**src/rtl/calc_dp_if.sv**
```systemverilog
// Control-word and result bundle between the calculator control unit and its datapath.
// The master side drives operands and the control word; the slave side returns results.
interface calc_dp_if #(
  parameter int W = 4
);
  logic [W-1:0] in1;
  logic [W-1:0] in2;
  logic         we;
  logic [1:0]   wa;
  logic [1:0]   s1;
  logic         rea;
  logic [1:0]   raa;
  logic         reb;
  logic [1:0]   rab;
  logic [1:0]   c;
  logic         s2;
  logic         done_calc;
  logic [W-1:0] out;
  logic         carry;
  logic         zero;
  logic         out_valid;

  modport master (
    output in1, in2, we, wa, s1, rea, raa, reb, rab, c, s2, done_calc,
    input  out, carry, zero, out_valid
  );

  modport slave (
    input  in1, in2, we, wa, s1, rea, raa, reb, rab, c, s2, done_calc,
    output out, carry, zero, out_valid
  );
endinterface

```
**src/rtl/calc_dp.sv**
```systemverilog
// Calculator datapath: 4-entry register file, write-data mux, 2-operand ALU,
// registered result/flag stage and a rising-edge completion pulse.
module calc_dp #(
  parameter int W = 4
) (
  input logic      clk,
  input logic      rst,
  calc_dp_if.slave bus
);

  logic [W-1:0] rf [4];
  logic [W-1:0] a;
  logic [W-1:0] b;
  logic [W:0]   alu;
  logic [W-1:0] wdata;
  logic         done_q;

  // Entry 0 is never written, so it stays at its reset value of zero.
  always_comb begin
    a = '0;
    b = '0;
    if (bus.rea) a = rf[bus.raa];
    if (bus.reb) b = rf[bus.rab];
  end

  // Bit W is the carry for add and the borrow (A < B) for subtract.
  always_comb begin
    alu = '0;
    case (bus.c)
      2'b00:   alu = {1'b0, a} + {1'b0, b};
      2'b01:   alu = {1'b0, a} - {1'b0, b};
      2'b10:   alu = {1'b0, a & b};
      default: alu = {1'b0, a ^ b};
    endcase
  end

  always_comb begin
    wdata = '0;
    case (bus.s1)
      2'b11:   wdata = bus.in1;
      2'b10:   wdata = bus.in2;
      2'b00:   wdata = alu[W-1:0];
      default: wdata = '0;
    endcase
  end

  always_ff @(posedge clk or posedge rst) begin
    if (rst) begin
      for (int i = 0; i < 4; i++) rf[i] <= '0;
    end else if (bus.we && (bus.wa != 2'd0)) begin
      rf[bus.wa] <= wdata;
    end
  end

  always_ff @(posedge clk or posedge rst) begin
    if (rst) begin
      bus.out   <= '0;
      bus.carry <= 1'b0;
      bus.zero  <= 1'b0;
    end else if (bus.s2) begin
      bus.out   <= alu[W-1:0];
      bus.carry <= alu[W];
      bus.zero  <= (alu[W-1:0] == '0);
    end
  end

  always_ff @(posedge clk or posedge rst) begin
    if (rst) begin
      done_q        <= 1'b0;
      bus.out_valid <= 1'b0;
    end else begin
      done_q        <= bus.done_calc;
      bus.out_valid <= bus.done_calc & ~done_q;
    end
  end

endmodule
```
**src/flat_wrapper.sv**
```systemverilog
// flat-port wrapper written by rule: the top's interface ports become plain ports
module calc_dp_flat 
#(
  parameter int W = 4
)
  (clk, rst, bus_in1, bus_in2, bus_we, bus_wa, bus_s1, bus_rea, bus_raa, bus_reb, bus_rab, bus_c, bus_s2, bus_done_calc, bus_out, bus_carry, bus_zero, bus_out_valid);
  calc_dp_if #(.W(W)) bus_i ();
  input logic clk;
  input logic rst;
  input wire logic [$bits(bus_i.in1)-1:0] bus_in1;
  input wire logic [$bits(bus_i.in2)-1:0] bus_in2;
  input wire logic [$bits(bus_i.we)-1:0] bus_we;
  input wire logic [$bits(bus_i.wa)-1:0] bus_wa;
  input wire logic [$bits(bus_i.s1)-1:0] bus_s1;
  input wire logic [$bits(bus_i.rea)-1:0] bus_rea;
  input wire logic [$bits(bus_i.raa)-1:0] bus_raa;
  input wire logic [$bits(bus_i.reb)-1:0] bus_reb;
  input wire logic [$bits(bus_i.rab)-1:0] bus_rab;
  input wire logic [$bits(bus_i.c)-1:0] bus_c;
  input wire logic [$bits(bus_i.s2)-1:0] bus_s2;
  input wire logic [$bits(bus_i.done_calc)-1:0] bus_done_calc;
  output wire logic [$bits(bus_i.out)-1:0] bus_out;
  output wire logic [$bits(bus_i.carry)-1:0] bus_carry;
  output wire logic [$bits(bus_i.zero)-1:0] bus_zero;
  output wire logic [$bits(bus_i.out_valid)-1:0] bus_out_valid;
  assign bus_i.in1 = bus_in1;
  assign bus_i.in2 = bus_in2;
  assign bus_i.we = bus_we;
  assign bus_i.wa = bus_wa;
  assign bus_i.s1 = bus_s1;
  assign bus_i.rea = bus_rea;
  assign bus_i.raa = bus_raa;
  assign bus_i.reb = bus_reb;
  assign bus_i.rab = bus_rab;
  assign bus_i.c = bus_c;
  assign bus_i.s2 = bus_s2;
  assign bus_i.done_calc = bus_done_calc;
  assign bus_out = bus_i.out;
  assign bus_carry = bus_i.carry;
  assign bus_zero = bus_i.zero;
  assign bus_out_valid = bus_i.out_valid;
  calc_dp #(.W(W)) u_core (.clk(clk), .rst(rst), .bus(bus_i));
endmodule
```
**config.mk**
```make
export PLATFORM = sky130hd
export DESIGN_NAME = calc_dp_flat
export DESIGN_NICKNAME = d
export VERILOG_FILES = /design/src/rtl/calc_dp_if.sv /design/src/rtl/calc_dp.sv /design/src/flat_wrapper.sv
export SDC_FILE = /design/constraint.sdc
export NUM_CORES = 1
export LEC_CHECK = 0
export CORE_ASPECT_RATIO = 1.25
export CORE_MARGIN = 2
export CORE_UTILIZATION = 30
export CTS_BUF_LIST = sky130_fd_sc_hd__clkbuf_4 sky130_fd_sc_hd__clkbuf_8 sky130_fd_sc_hd__clkbuf_16
export CTS_CLUSTER_SIZE = 28
export DETAILED_ROUTE_END_ITERATION = 8
export MAX_ROUTING_LAYER = met4
export PLACE_DENSITY_LB_ADDON = 0.12
export SLEW_MARGIN = 5
export SYNTH_ARGS = -nofsm -noshare
export SYNTH_HDL_FRONTEND = slang
export SYNTH_SLANG_ARGS = --single-unit
```
**constraint.sdc**
```tcl
create_clock -name clk -period 6.3 [get_ports clk]
set_input_delay 1.26 -clock clk [delete_from_list [all_inputs] [get_ports clk]]
set_output_delay 1.26 -clock clk [all_outputs]
set_load 0.02 [all_outputs]
```
* Yosys cells after proc, flatten, opt, wreduce, memory -nomap -nowiden
Cells that the tools add are included.
Widths: inputs -> output; s select.
** Cells by class
- Divide/modulo/power cells :: 0
- Shift-type cells :: 0
- Magnitude comparators :: 4
- $mul :: 0
- Bitwise gates (word level) :: 7
- Reduce and logical (&&, ||, !) cells :: 6
- Muxes and demuxes :: 13
- Add/sub/neg operators :: 2
- Equal/unequal tests :: 4
** Operators with widths (number)
- $mux 4 :: 7
- $bmux 4 s2 :: 2
- $bwmux 16 :: 1
- $pmux 5 s3 :: 1
- $pmux 4 s3 :: 1
- $ge 3x3->1 const B :: 3
- $not 2->3 :: 3
- $demux 4 s2 :: 1
- $eq 2x2->1 const B :: 3
- $add 4x4->5 :: 1
- $sub 4x4->5 :: 1
- $and 4x4->4 :: 1
- $logic_not 2->1 :: 2
- $logic_not 4->1 :: 1
- $xor 4x4->4 :: 1
- $lt 3x1->1 const B :: 1
- $eq 2x1->1 const B :: 1
- $logic_and 1x1->1 :: 2
- $reduce_bool 2->1 :: 1
- $and 1x1->1 :: 1
- $not 1->1 :: 1
** Word-level totals
- Memories kept :: 0
- Bits in latches :: 0
- Bits of input ports :: 25
- Logic and storage cells :: 45
- Flip-flop bits (word level) :: 24
- Bits in read-only memories :: 0
- Output and inout bits :: 7
- RAM bits :: 0

* Longest topological paths before layout
Gate-level depths: netlist of run 1.
- Word-level depth :: 9
- Depth in mapped cells :: 12

* Least setup slack after synthesis of run 1
OpenSTA, ideal clock, no wires.
- Path type :: input port to flip-flop
- Start point :: input port bus_rab[0]
- End point :: register u_core.bus.zero
- Arrival time :: 3.392 ns
- Buffers on the path :: 0
- Slack :: 2.783 ns
- Stages on the path :: 12
- Cells stage by stage :: mux4_1 nand2_1 ha_1 nand2_1 o21ai_0 inv_1 ha_1 nor2b_1 o21a_1 o211ai_2 nor4b_2 mux2_2
** On the way
- Cells in the longest elaborated chain, start to end :: 8
** RTL lines
- start: declaration :: RTL line flat_wrapper.sv:18 : input wire logic [$bits(bus_i.rab)-1:0] bus_rab;
- $not 2->3 (implied by the code) (*) :: RTL line calc_dp.sv:23 : if (bus.reb) b = rf[bus.rab];
- $bmux 4 s2 (*) :: RTL line calc_dp.sv:23
- $mux 4 (implied by the code) (*) (2 in a row) :: RTL line calc_dp.sv:23
- $mux 4 (*) :: RTL line calc_dp.sv:23
- $sub 4x4->5, or another cell as far along :: RTL line calc_dp.sv:31 : 2'b01: alu = {1'b0, a} - {1'b0, b};
- $pmux 5 s3 (*) :: RTL line calc_dp.sv:29 : case (bus.c)
- $logic_not 4->1 (*) :: RTL line calc_dp.sv:63 : bus.zero <= (alu[W-1:0] == '0);
- end signal: assignment :: RTL line calc_dp.sv:63
- end: declaration :: RTL line calc_dp_if.sv:30 : output out, carry, zero, out_valid
Every way passes the cells marked *; elsewhere a longest branch is shown, timed or not. The select of a mux whose other input is x is not followed.
A chain may end at the register's enable or synchronous reset.

* Final worst setup path of run 1
- Start point :: input port bus_rab[0]
- End point :: register u_core.rf[6] in the netlist's numbering
** On the way
- Cells in the longest elaborated chain, start to end :: 9
** RTL lines
- $not 2->3 (implied by the code) (*) :: RTL line calc_dp.sv:23
- $bmux 4 s2 (*) :: RTL line calc_dp.sv:23
- $mux 4 (implied by the code) (*) (2 in a row) :: RTL line calc_dp.sv:23
- $mux 4 (*) :: RTL line calc_dp.sv:23
- $sub 4x4->5, or another cell as far along :: RTL line calc_dp.sv:31
- $pmux 5 s3 (*) :: RTL line calc_dp.sv:29
- $pmux 4 s3 (*) :: RTL line calc_dp.sv:39 : case (bus.s1)
- $bwmux 16 (*) :: RTL line calc_dp.sv:51 : rf[bus.wa] <= wdata;
- end signal: indexed assignment :: RTL line calc_dp.sv:51
- end: declaration :: RTL line calc_dp.sv:11 : logic [W-1:0] rf [4];
Marks and branches as above.

==> out/metrics.csv, run 1 <==
metric;value;unit
status;completed;
routed_wl;3131;microns
hold_slack;398.5;ps
worstPathMaxFanout;4;
cts_buffers;3;
cts_tree;yes;
maxSlewHeadroom;39.65;%
drv_slew;0;
clk_pin_slew;90;ps
worst-path-buf-inv;1;
final_cell_mix;31 x clkdlybuf4s50_1, 24 x dfrtp_1, 19 x nand2_1;
p_seq_share;38.2;%
crit_type;in2reg;
comb_power_share;36.0;%
synthFlopType;dfrtp_1;
mappedNetlistArea;1556;sq um
cpMaxStageDelayCell;clkdlybuf4s50_1;
powerDensity;261.4;nW/um^2
synth_seq_cells;24;
fin_tns_setup;0;ps
period_share;65.67;%
final_common_cell;clkdlybuf4s50_1;
post_cts_buffers;0;
placed_cells;234;
hold_viol_final;0;
tightest_slew;904.3;ps
nets;212;
drt_iter0_drc;16;
clock_path_buffers;2;
ys_seq_area_share;38.59;%
cts_resized;0;
pwr-share-clk;25.8;%
yosysTopAreaCellShare;38.59;%
path_cells;clkdlybuf4s50_1 > mux4_1 > nand2_1 > ha_1 > nand2_1 > o21ai_0 > fa_1 > xnor2_1 > mux2i_1 > nor3_1 > a21oi_1 > o21ai_0;
route.antenna.remaining_nets;0;
drc_errors;0;
core_area;5044;sq um
syn_nets;183;
final.setup_skew;7.467;ps
pre_cts_ws;1852;ps
crit_family;multiplexers;
cts_root_buffer;clkbuf_8;
synth_edf_count;0;
clock_latency;270;ps
place.gp.congestion;0.8185;
area_delta_synth_final;27.73;%
io-pin-count;32;
die-height;84.53;microns
synthTopCellsByArea;dfrtp_1 39%, mux2_2 8.0%, ha_1 7.2%, mux4_2 5.8%, nand2_1 4.6%;
start_util;30.86;%
avgSynthCellArea;10.52;sq um
syn_inst;148;
peakVddDrop;0.1078;mV
avgRoutedWirePerCell;13.16;microns
yosys.cell_types.count;36;
vias_per_cell;4.832;
diodes;0;
cts_sinks;24;
rsz0062_at_grt;no;
drive_gt1_share;14.20;%
antenna_found_initial;0;
rows;29;
period_minus_slack;4137;ps
dr.pass1.iters;4;
grt_pass1_vias;1172;
yosys_warnings;0;
die_w;68.43;microns
final_area;1988;sq um
setup_viol_count_final;0;
hold_path.class;reg2reg;
vias;1150;
cts_max_level;1;
synthArstFlopShare;100.0;%
worst_ep_required_time;6440;ps
intPower;0.3626;mW
synth_top_cell_by_area;dfrtp_1;
hpwlAfterDp;2604;microns
switchingPower;0.1571;mW
max_cap_violations;0;
endpoint_kind;register;
grt-ovfl-total;0;
timing.fmax;241.7;MHz
p_leak;0.8945;nW
cp-start-kind;input pin;
portBuffers;31;
cp.arrival;4280;ps
fin_ws;2163;ps
finalNonFillerCells;238;
max_stage_delay;600;ps
placement.cell_area;1917;sq um
grt_max_degree;25;
die_area;5784;sq um
p_sw_share;30.22;%
grt_pass1_wl;5388;microns
fill_cells;485;
cts_hold_buf;0;
grt_use_total;12.59;%
worst register-to-register path: cells and delay by family, from the launching register on:
| kind | cells | cell delay [ps] |
|---|---|---|
| fa+ha+maj | 2 | 700 |
| compound gates | 3 | 500 |
| simple gates | 3 | 270 |
| flops | 1 | 410 |
| xor+xnor | 1 | 140 |
| mux | 2 | 740 |
path summary, 6_finish.rpt:
kind	startpoint	to	slack, ps	cells after the start
worst max register to register	u_core.rf[9]$_DFFE_PP0P_	u_core.rf[6]$_DFFE_PP0P_	3420	11
worst max-delay path	bus_rab[0]	u_core.rf[6]$_DFFE_PP0P_	2160	12
worst min-delay path	u_core.rf[13]$_DFFE_PP0P_	u_core.rf[13]$_DFFE_PP0P_	400	0
max in group asynchronous	rst	u_core.rf[1]$_DFFE_PP0P_	4260	2
worst min register to register	u_core.rf[13]$_DFFE_PP0P_	u_core.rf[13]$_DFFE_PP0P_	400	0
min in group asynchronous	rst	u_core.rf[11]$_DFFE_PP0P_	1480	2
area by class of cell:
type / count / area [sq um] / area share [%]
multi-input cells: 108 / 894.6 / 45.00
flip-flops and latches: 24 / 600.6 / 30.21
repair buffers: 31 / 310.3 / 15.61
well taps: 62 / 77.57 / 3.902
clock buffers: 3 / 41.29 / 2.077
inverters: 9 / 33.78 / 1.699
clock inverters: 1 / 30.03 / 1.510
cells by family (layout without fill, tap and decap cells):
logic type / after synthesis / count (layout) / share of synthesized area [%]
AOI/OAI and AO/OA: 31 / 31 / 12.62
xor gates and xnor gates: 4 / 4 / 2.251
adders and majority gates: 10 / 10 / 8.521
buffers and inverters: 16 / 44 / 3.938
DFF: 24 / 24 / 38.59
muxes: 23 / 23 / 21.30
and+or+nand+nor: 40 / 40 / 12.78
power by group through the flow:
stage / sequential (mW) / clock (mW) / combinational, mW
floorplan: 0.212 / 0 / 0.106
global placement: 0.200 / 0 / 0.188
detailed placement: 0.202 / 0 / 0.189
CTS: 0.199 / 0.138 / 0.190
global route: 0.202 / 0.144 / 0.206
finish: 0.198 / 0.134 / 0.187
flip-flops by register name, summed over array words and instances, names as in the netlist:
| signal | cells |
|---|---|
| u_core.rf | 16 |
| u_core.bus.out | 4 |
| u_core.bus.carry | 1 |
| u_core.bus.out_valid | 1 |
| u_core.bus.zero | 1 |
| u_core.done_q | 1 |
synthesized netlist by cell type (all sizes together) (2+ instances only):
| cell type | number |
|---|---|
| dfrtp | 24 |
| nand2 | 19 |
| o21ai | 14 |
| mux2 | 12 |
| ha | 9 |
| inv | 9 |
| a21oi | 6 |
| mux4 | 6 |
| nor2 | 6 |
| clkbuf | 5 |
| mux2i | 5 |
| o211ai | 4 |
| a22oi | 3 |
| and2 | 3 |
| nor2b | 3 |
| xnor2 | 3 |
| buf | 2 |
| nand2b | 2 |
| nand3b | 2 |
stage by stage:
step | util, % | power (mW)
5_1_grt | 39.42 | 0.5528
2_1_floorplan | - | 0.3176
3_3_place_gp | 38.01 | 0.3886
4_1_cts | 39.42 | 0.5266
6_report | 39.42 | 0.5197
3_5_place_dp | 38.01 | 0.3907
routing by layer:
| layer | vias up | routed length [microns] | GRT usage (%) |
|---|---|---|---|
| li1 | 581 | - | - |
| met1 | 544 | 1435 | 15.94 |
| met2 | 21 | 1549 | 20.45 |
| met3 | 4 | 105 | 1.340 |
| met4 | 0 | 40 | 4.364 |
| met5 | - | 0 | - |
Note: power is estimated with default switching activity, not from simulation.
==> run 2: changes to the inputs <==
==> constraint.sdc (replaced) <==
create_clock -name clk -period 4 [get_ports clk]
set_input_delay 0.8 -clock clk [delete_from_list [all_inputs] [get_ports clk]]
set_output_delay 0.8 -clock clk [all_outputs]
set_load 0.02 [all_outputs]
==> out/metrics.csv, run 2 (synthesis results as in run 1) <==
metric;value;unit;change
cpMaxStageDelayCell;clkdlybuf4s50_1;;unchanged
top_register;u_core.rf;;unchanged
largest_registers;u_core.rf (16), u_core.bus.out (4);;unchanged
path_cells;clkdlybuf4s50_1 > mux4_1 > nand2_1 > ha_1 > nand2_1 > o21ai_0 > inv_1 > ha_1 > nor2b_1 > o211ai_1 > o211ai_2 > a22oi_1 > o21ai_0;;was clkdlybuf4s50_1 > mux4_1 > nand2_1 > ha_1 > nand2_1 > o21ai_0 > fa_1 > xnor2_1 > mux2i_1 > nor3_1 > a21oi_1 > o21ai_0
hold_viol_final;0;;unchanged
die_w;68.43;microns;unchanged
nets;215;;was 212
io-pin-count;32;;unchanged
tightest_slew;910.9;ps;was 904.3 ps
avgRoutedWirePerCell;13.67;microns;was 13.16 microns
clock_latency;270;ps;about the same
final.setup_skew;8.058;ps;was 7.467 ps
pre_cts_ws;38.22;ps;was 1852 ps
routed_wl;3295;microns;was 3131 microns
cts_root_buffer;clkbuf_8;;unchanged
rows;29;;unchanged
endpoint_kind;register;;unchanged
peakVddDrop;0.2130;mV;was 0.1078 mV
diodes;0;;unchanged
period_minus_slack;3640;ps;
fin_ws;360.4;ps;was 2163 ps
vias_per_cell;4.946;;was 4.832
clock_path_buffers;2;;unchanged
powerDensity;409.8;nW/um^2;was 261.4 nW/um^2
setup_viol_count_final;0;;unchanged
clk_pin_slew;90;ps;about the same
cts_resized;0;;unchanged
cp.arrival;3780;ps;was 4280 ps
grt-ovfl-total;0;;unchanged
maxSlewHeadroom;39.21;%;was 39.65%
grt_max_degree;25;;unchanged
grt_pass1_wl;5975;microns;was 5388 microns
cts_hold_buf;0;;unchanged
cts_max_level;1;;unchanged
hp-start;u_core.done_q$_DFF_PP0_;;was u_core.rf[13]$_DFFE_PP0P_
die_area;5784;sq um;unchanged
r2r-start;u_core.rf[8]$_DFFE_PP0P_;;was u_core.rf[9]$_DFFE_PP0P_
area_delta_synth_final;29.18;%;was 27.73%
vias;1192;;was 1150
drc_errors;0;;unchanged
drv_slew;0;;unchanged
cts_buffers;3;;unchanged
die-height;84.53;microns;unchanged
worstPathMaxFanout;4;;unchanged
p_leak;0.9082;nW;was 0.8945 nW
period_share;90.99;%;
hpwlAfterDp;2745;microns;was 2604 microns
route.antenna.remaining_nets;0;;unchanged
drt_iter0_drc;22;;was 16
crit_path_start;bus_rab[0];;unchanged
timing.fmax;274.8;MHz;
largest_reg_flops;16;;unchanged
final_common_cell;clkdlybuf4s50_1;;unchanged
drive_gt1_share;15.64;%;was 14.20%
grt_use_total;13.71;%;was 12.59%
cts_tree;yes;;unchanged
post_cts_buffers;0;;unchanged
status;completed;;unchanged
max_stage_delay;600;ps;about the same
worst_ep_required_time;4140;ps;was 6440 ps
dr.pass1.iters;4;;unchanged
start_util;30.86;%;unchanged
core_area;5044;sq um;unchanged
cts_sinks;24;;unchanged
place.gp.congestion;0.8058;;was 0.8185
hold_path.class;reg2reg;;unchanged
antenna_found_initial;0;;unchanged
portBuffers;31;;unchanged
cp-start-kind;input pin;;unchanged
rsz0062_at_grt;no;;unchanged
crit_type;in2reg;;unchanged
max_cap_violations;0;;unchanged
final_cell_mix;31 x clkdlybuf4s50_1, 24 x dfrtp_1, 19 x nand2_1;;unchanged
fin_tns_setup;0;ps;unchanged
grt_pass1_vias;1290;;was 1172
run 2: final timing paths:
kind                                             endpoint  slack (ps)  cells past startpoint
hold / removal             u_core.bus.out_valid$_DFF_PP0_         400                      1
max in group asynchronous        u_core.rf[1]$_DFFE_PP0P_        2420                      2
hold reg to reg            u_core.bus.out_valid$_DFF_PP0_         400                      1
min in group asynchronous       u_core.rf[13]$_DFFE_PP0P_        1030                      2
setup reg to reg                 u_core.rf[3]$_DFFE_PP0P_        1160                     12
setup / recovery                 u_core.rf[3]$_DFFE_PP0P_         360                     13
run 2: cell type report:
class                   count  area, sq um
flip-flops and latches     24        600.6
inverters                   9        33.78
fillers                   478         3033
well taps                  62        77.57
repair buffers             34        332.8
multi-input cells         108        894.6
clock buffers               3        41.29
clock inverters             1        30.03
run 2: routing by layer:
metal	wire, microns	share of wire (%)	vias to the layer above	global-route usage (%)
met2	1681	51	25	21.94
met3	110	3.3	4	1.340
met1	1468	45	573	17.93
met5	0	0	-	-
li1	-	-	590	-
met4	34	1.0	0	4.364
run 2: power breakdown:
group          leakage (nW)  total [mW]  switching, mW  internal, mW
Sequential            0.313       0.312         0.0278         0.284
Clock                0.0357       0.211         0.0776         0.134
Combinational         0.560       0.301          0.143         0.158
run 2: metrics by stage:
| step | power (mW) | utilization (%) | std cells | hold slack (ps) | cell area [sq um] |
|---|---|---|---|---|---|
| finish | 0.8240 | 39.87 | 241 | 404.3 | 2011 |
| global route | 0.8826 | 39.87 | 241 | 420.4 | 2011 |
| CTS | 0.8368 | 39.87 | 241 | 406.1 | 2011 |
| detailed placement | 0.6223 | 38.45 | 237 | 385.5 | 1939 |
| global placement | 0.6184 | 38.45 | 237 | 388.7 | 1939 |
| floorplan | 0.5003 | - | 148 | 377.7 | 1556 |
run 2: worst max-delay path, delay by kind of cell:
family | cells | cell delay (ps)
buffers and inverters | 2 | 690
AOI/OAI and AO/OA | 5 | 960
adders and majority gates | 2 | 440
muxes | 1 | 590
and+or+nand+nor | 3 | 300
==> variant 1: new RTL, config.mk and constraints of run 2 <==
`W` is set to 4 in 3 places; all go to 5.
--- a/src/rtl/calc_dp_if.sv
+++ b/src/rtl/calc_dp_if.sv
@@ -3,3 +3,3 @@
 interface calc_dp_if #(
-  parameter int W = 4
+  parameter int W = 5
 );
--- a/src/rtl/calc_dp.sv
+++ b/src/rtl/calc_dp.sv
@@ -3,3 +3,3 @@
 module calc_dp #(
-  parameter int W = 4
+  parameter int W = 5
 ) (
--- a/src/flat_wrapper.sv
+++ b/src/flat_wrapper.sv
@@ -3,3 +3,3 @@
 #(
-  parameter int W = 4
+  parameter int W = 5
 )
Interface: changed (resized bus_in1, bus_in2 and bus_out); port bits go from 32 to 35. No check against the original RTL was run, so the function may have changed too.
==> variant 1 against run 2 <==
- global-route usage rose by 0.63 points
- cell area is 30% higher
- wire length is 38% higher
- setup slack lost 160 ps
- sequential cell count is 5 higher
- power rose by 23%
- synthesized area up 25%
- combinational power grew 26%
==> variant 1: results (changes against run 2) <==
- Via density: 4.64 (-6.3%)
- Layout cells sized above 1: 21.1% (+5.4 points)
- Post-synth cell types: 39 (+8.3%)
- CTS Buf Count: 5 (+2)
- First-pass GRT wire length: 7720 µm (+29%)
- Largest net degree at the start of global routing: 30 (+20%)
- Multiplexer share of the synthesized area: 19.4% (-1.9 points)
- Final Wtd Congestion: 0.778 (-3.5%)
- Drt wl/cell: 13.9 µm (+1.8%)
- Drt first pass iters: 5 (+1)
- Final period utilization: 94.9% (+3.9 points)
- Largest registers: u_core.rf (20), u_core.bus.out (5)
- Htree depth: 2 (+1)
- HPWL Detailed: 3730 µm (+36%)
- Slew @ Worst Pin: 1130 ps (+217 ps)
- Post-Synth Adder-Cell Area: 8.09% (-0.43 points)
- XOR/XNOR Fraction of Synth Area: 1.80% (-0.45 points)
- Synth area leaders: dfrtp_1 (37%), ha_1 (7.1%), mux4_2 (6.9%)
- Worst Skew: 5.40 ps (-2.65 ps)
- Hold Vio Cnt, Final: 0 (unchanged)
- Outcome: completed
- 1st-iter DRT viols: 39 (+77%)
- Clock root buffer: clkbuf_8
- Max VDD drop: 0.164 mV (-23%)
- GRT Util Overall: 14.3% (+0.63 points)
- Synth Area in Compound Gates: 12.8% (+0.22 points)
- Static leakage: 1.20 nW (+33%)
- Worst Path Arrival: 3960 ps (+180 ps)
- Sequential element share of the synthesized area: 37.3% (-1.3 points)
- Vias in the first global route: 1571 (+22%)
- Post-synthesis async set-or-reset flop share: 100% (unchanged)
- Layout Nets: 280 (+30%)
- Max incr delay on CP: 510 ps (-90 ps)
- Worst slack, placed: -118 ps (-156 ps)
- Commonest cells in the netlist: dfrtp_1 (29), nand2_1 (26), o21ai_0 (13)
- Slowest stage cell, crit path: clkdlybuf4s50_1
- IO buf count: 34 (+9.7%)
[variant 1: changes by cell type in the layout (fill, tap and decap cells not counted), moves of 4 or more]
cell / before / now
clkbuf_8: 3 / 7
mux2i_1: 5 / 10
nand2_1: 19 / 26
o21ai_1: 0 / 6
buf_4: 3 / 25
nor2b_1: 3 / 9
dfrtp_1: 24 / 29
[variant 1: area by class of cell]
cell class                 count  area [µm²]
fill                         662        3630
multi-input combinational    136        1120
sequential                    29         726
timing repair buffer          59         528
tap                           85         106
clock buffer                   7        96.3
inverter                      10        37.5
clock inverter                 1        5.00
[variant 1: metal layers]
layer	vias up	wire, µm	track usage, %
met5	-	0	-
met4	0	83	5.76
met3	6	157	2.50
met2	33	2160	23.1
met1	696	2150	18.1
li1	781	-	-
[variant 1: critical path: cells and delay by family]
family	cells	cell delay, ps
xor gates and xnor gates	1	140
muxes	2	760
and+or+nand+nor	5	970
adders and majority gates	2	450
AOI/OAI and AO/OA	1	170
buffers and inverters	2	660
[variant 1: power breakdown]
group | leakage [nW] | internal, W | switching (W)
registers | 0.376 | 0.000338 | 0.0000310
clock network | 0.0542 | 0.000155 | 0.000113
logic | 0.773 | 0.000209 | 0.000171
total | 1.20 | 0.000702 | 0.000314
[variant 1: worst paths after layout]
check                           slack (ps)                   end  depth (start not counted)     startpoint
worst min register to register         390  u_core.bus.out_valid                          1  u_core.done_q
worst min-delay path                   390  u_core.bus.out_valid                          1  u_core.done_q
max in group asynchronous             2210         u_core.rf[11]                          2            rst
worst max-delay path                   200     u_core.bus.out[4]                         13     bus_rab[0]
min in group asynchronous             1110  u_core.bus.out_valid                          2            rst
worst max register to register         870     u_core.bus.out[4]                         12   u_core.rf[0]
[variant 1: through the flow]
step / power (W) / area (µm²) / instances / util [%]
6_report: 0.00102 / 2620 / 327 / 41.9
3_3_place_gp: 0.000758 / 2510 / 319 / 40.2
2_1_floorplan: 0.000589 / 1950 / 187 / -
5_1_grt: 0.00109 / 2620 / 327 / 41.9
4_1_cts: 0.00103 / 2610 / 327 / 41.8
3_5_place_dp: 0.000758 / 2510 / 319 / 40.2
[variant 1: logic make-up after synthesis]
group,after synthesis
flops,29
buf+inv,22
compound gates,37
mux,26
simple gates,57
xor+xnor,4
fa+ha+maj,12
==> variant 2: new RTL, settings of run 2 <==
Made on the original files. Remove the case item `2'b01` of the case on `bus.c`.
--- a/src/rtl/calc_dp.sv
+++ b/src/rtl/calc_dp.sv
@@ -30,3 +30,2 @@
       2'b00:   alu = {1'b0, a} + {1'b0, b};
-      2'b01:   alu = {1'b0, a} - {1'b0, b};
       2'b10:   alu = {1'b0, a & b};
Behaviour: not the same (a bounded check fails within 4 cycles, from zero or initial values and one cycle with rst high).
==> variant 2 against run 2 <==
- cell area fell by 10%
- sequential power decreased by 7.1%
- non-clock buffer count down 3
- wire length is 10% lower
- power shrank 26%
- global-route usage is 0.10 points lower
- combinational power is 47% lower
- first-iteration DRC count shrank 9.1%
- sequential cell count unchanged
- core utilization increased by 0.82 points
- worst hold slack got worse by 8.0 ps
- count of clock-buffer cells in the layout grew 1
- setup slack improved by 190 ps
- synthesized area decreased by 11%
- largest power group unchanged
- highest routed layer unchanged
==> variant 2: results (changes against run 2) <==
- Origin of the critical flop-to-flop path: u_core.rf[2]
- Mapped Nets: 155 (-15%)
- Layout Nets: 186 (-13%)
- Filler cells: 427 (-11%)
- Worst Path Arrival: 3590 ps (-190 ps)
- Layout cells sized above 1: 15.5% (-0.16 points)
- Yosys warns: 0 (unchanged)
- Cts repair resizes: 0 (unchanged)
- Largest registers: u_core.rf (16), u_core.bus.out (4)
- Vias in the first global route: 1139 (-12%)
- 1st-iter DRT viols: 20 (-9.1%)
- WL final: 2960 µm (-10%)
- Worst Skew: 3.72 ps (-4.34 ps)
- Grt met3 use: 1.97% (+0.63 points)
- Final Wtd Congestion: 0.747 (-7.3%)
- Max VDD drop: 0.103 mV (-51%)
- Via density: 5.08 (+2.6%)
- Outcome: completed
- Slew @ Worst Pin: 865 ps (-46.0 ps)
- Met1 Use GR: 15.9% (-2.0 points)
- GRT Util Overall: 13.6% (-0.10 points)
- Largest fanout on the critical path: 5 (+1)
- R2R Setup Slk: 1350 ps (+190 ps)
- Largest net degree at the start of global routing: 25 (unchanged)
- Commonest cells in the netlist: dfrtp_1 (24), nand2_1 (13), o21ai_0 (10)
- Reg2reg end: u_core.rf[2]
- Clock root buffer: clkbuf_8
- R2R depth: 8 (-4)
- Initial antenna violation count: 0 (unchanged)
- HPWL Detailed: 2490 µm (-9.1%)
- Sequential element share of the synthesized area: 43.5% (+4.9 points)
- First-pass GRT wire length: 5270 µm (-12%)
- WHS Endpoint: u_core.rf[15]
- Static leakage: 0.788 nW (-13%)
- Met2 GRT Util: 23.1% (+1.2 points)
- Hold Crit Start: u_core.rf[15]
- WHS Path Cells: 0 (-1)
- Synth area leaders: dfrtp_1 (43%), mux4_2 (13%), mux2_2 (4.9%)
- Post-synth cell types: 33 (-8.3%)
- CTS Buf Count: 3 (unchanged)
[variant 2: cell count changes in the layout (fill, tap and decap cells not counted), sizes merged, moves of 3 or more]
cell and change:
xnor2 -3, o21ai -4, o31ai +3, nor2 +3, and2 +6, mux2 -6, inv -6, o211ai -4
ha -4, mux2i -3, buf -3, nand2 -6
[variant 2: report_power, final]
part           leakage [nW]  total, W  internal, W  switching [W]
clock                0.0288  0.000160    0.0000878      0.0000726
sequential            0.314  0.000290     0.000271      0.0000196
combinational         0.446  0.000161    0.0000874      0.0000741
[variant 2: final cells by class]
type / count / area (µm²) / share of cell area, %
Tap cell: 58 / 72.6 / 4.03
Clock buffer: 4 / 55.1 / 3.06
Inverter: 3 / 11.3 / 0.625
Timing Repair Buffer: 31 / 310 / 17.2
Multi-Input combinational cell: 93 / 751 / 41.7
Sequential cell: 24 / 601 / 33.4
[variant 2: worst max-delay path by stage]
stage	from	endpoint	slack (ps)	cells after the start
floorplan	bus_rab[0]	u_core.bus.zero	1260	8
global placement	bus_raa[0]	u_core.rf[2]	320	9
detailed placement	bus_raa[0]	u_core.rf[2]	270	9
CTS	bus_raa[0]	u_core.rf[2]	550	9
global route	bus_raa[0]	u_core.rf[2]	380	9
finish	bus_raa[0]	u_core.rf[2]	550	9
[variant 2: kinds of logic after synthesis]
| family | Yosys count | share of synthesized area, % |
|---|---|---|
| AO/OA/AOI/OAI | 33 | 16.6 |
| AND/OR/NAND/NOR | 39 | 13.9 |
| multiplexers | 16 | 19.4 |
| buffers and inverters | 8 | 2.17 |
| adder cells (fa/ha/maj) | 5 | 4.53 |
| flip-flops | 24 | 43.5 |
[variant 2: stage by stage]
step	setup WS (ps)	instance area [µm²]	std cells	hold slack, ps	utilization, %
floorplan	1260	1380	125	378	-
global placement	319	1750	209	387	39.4
detailed placement	271	1750	209	385	39.4
CTS	554	1800	213	404	40.7
global route	379	1800	213	416	40.7
finish	551	1800	213	396	40.7
[variant 2: worst register-to-register path, cell delays in order, from the launching register on]
cell and delay, ps:
dfrtp_1 410, mux4_2 470, and2_1 170, ha_1 350
a2111oi_0 480, a31oi_1 80, o221a_2 180, a22oi_2 240
o21ai_0 130
[variant 2: metal layers]
metal / wire [µm] / share of wire [%]
met5: 0 / 0
met4: 68 / 2.3
met3: 106 / 3.6
met2: 1530 / 52
met1: 1260 / 42
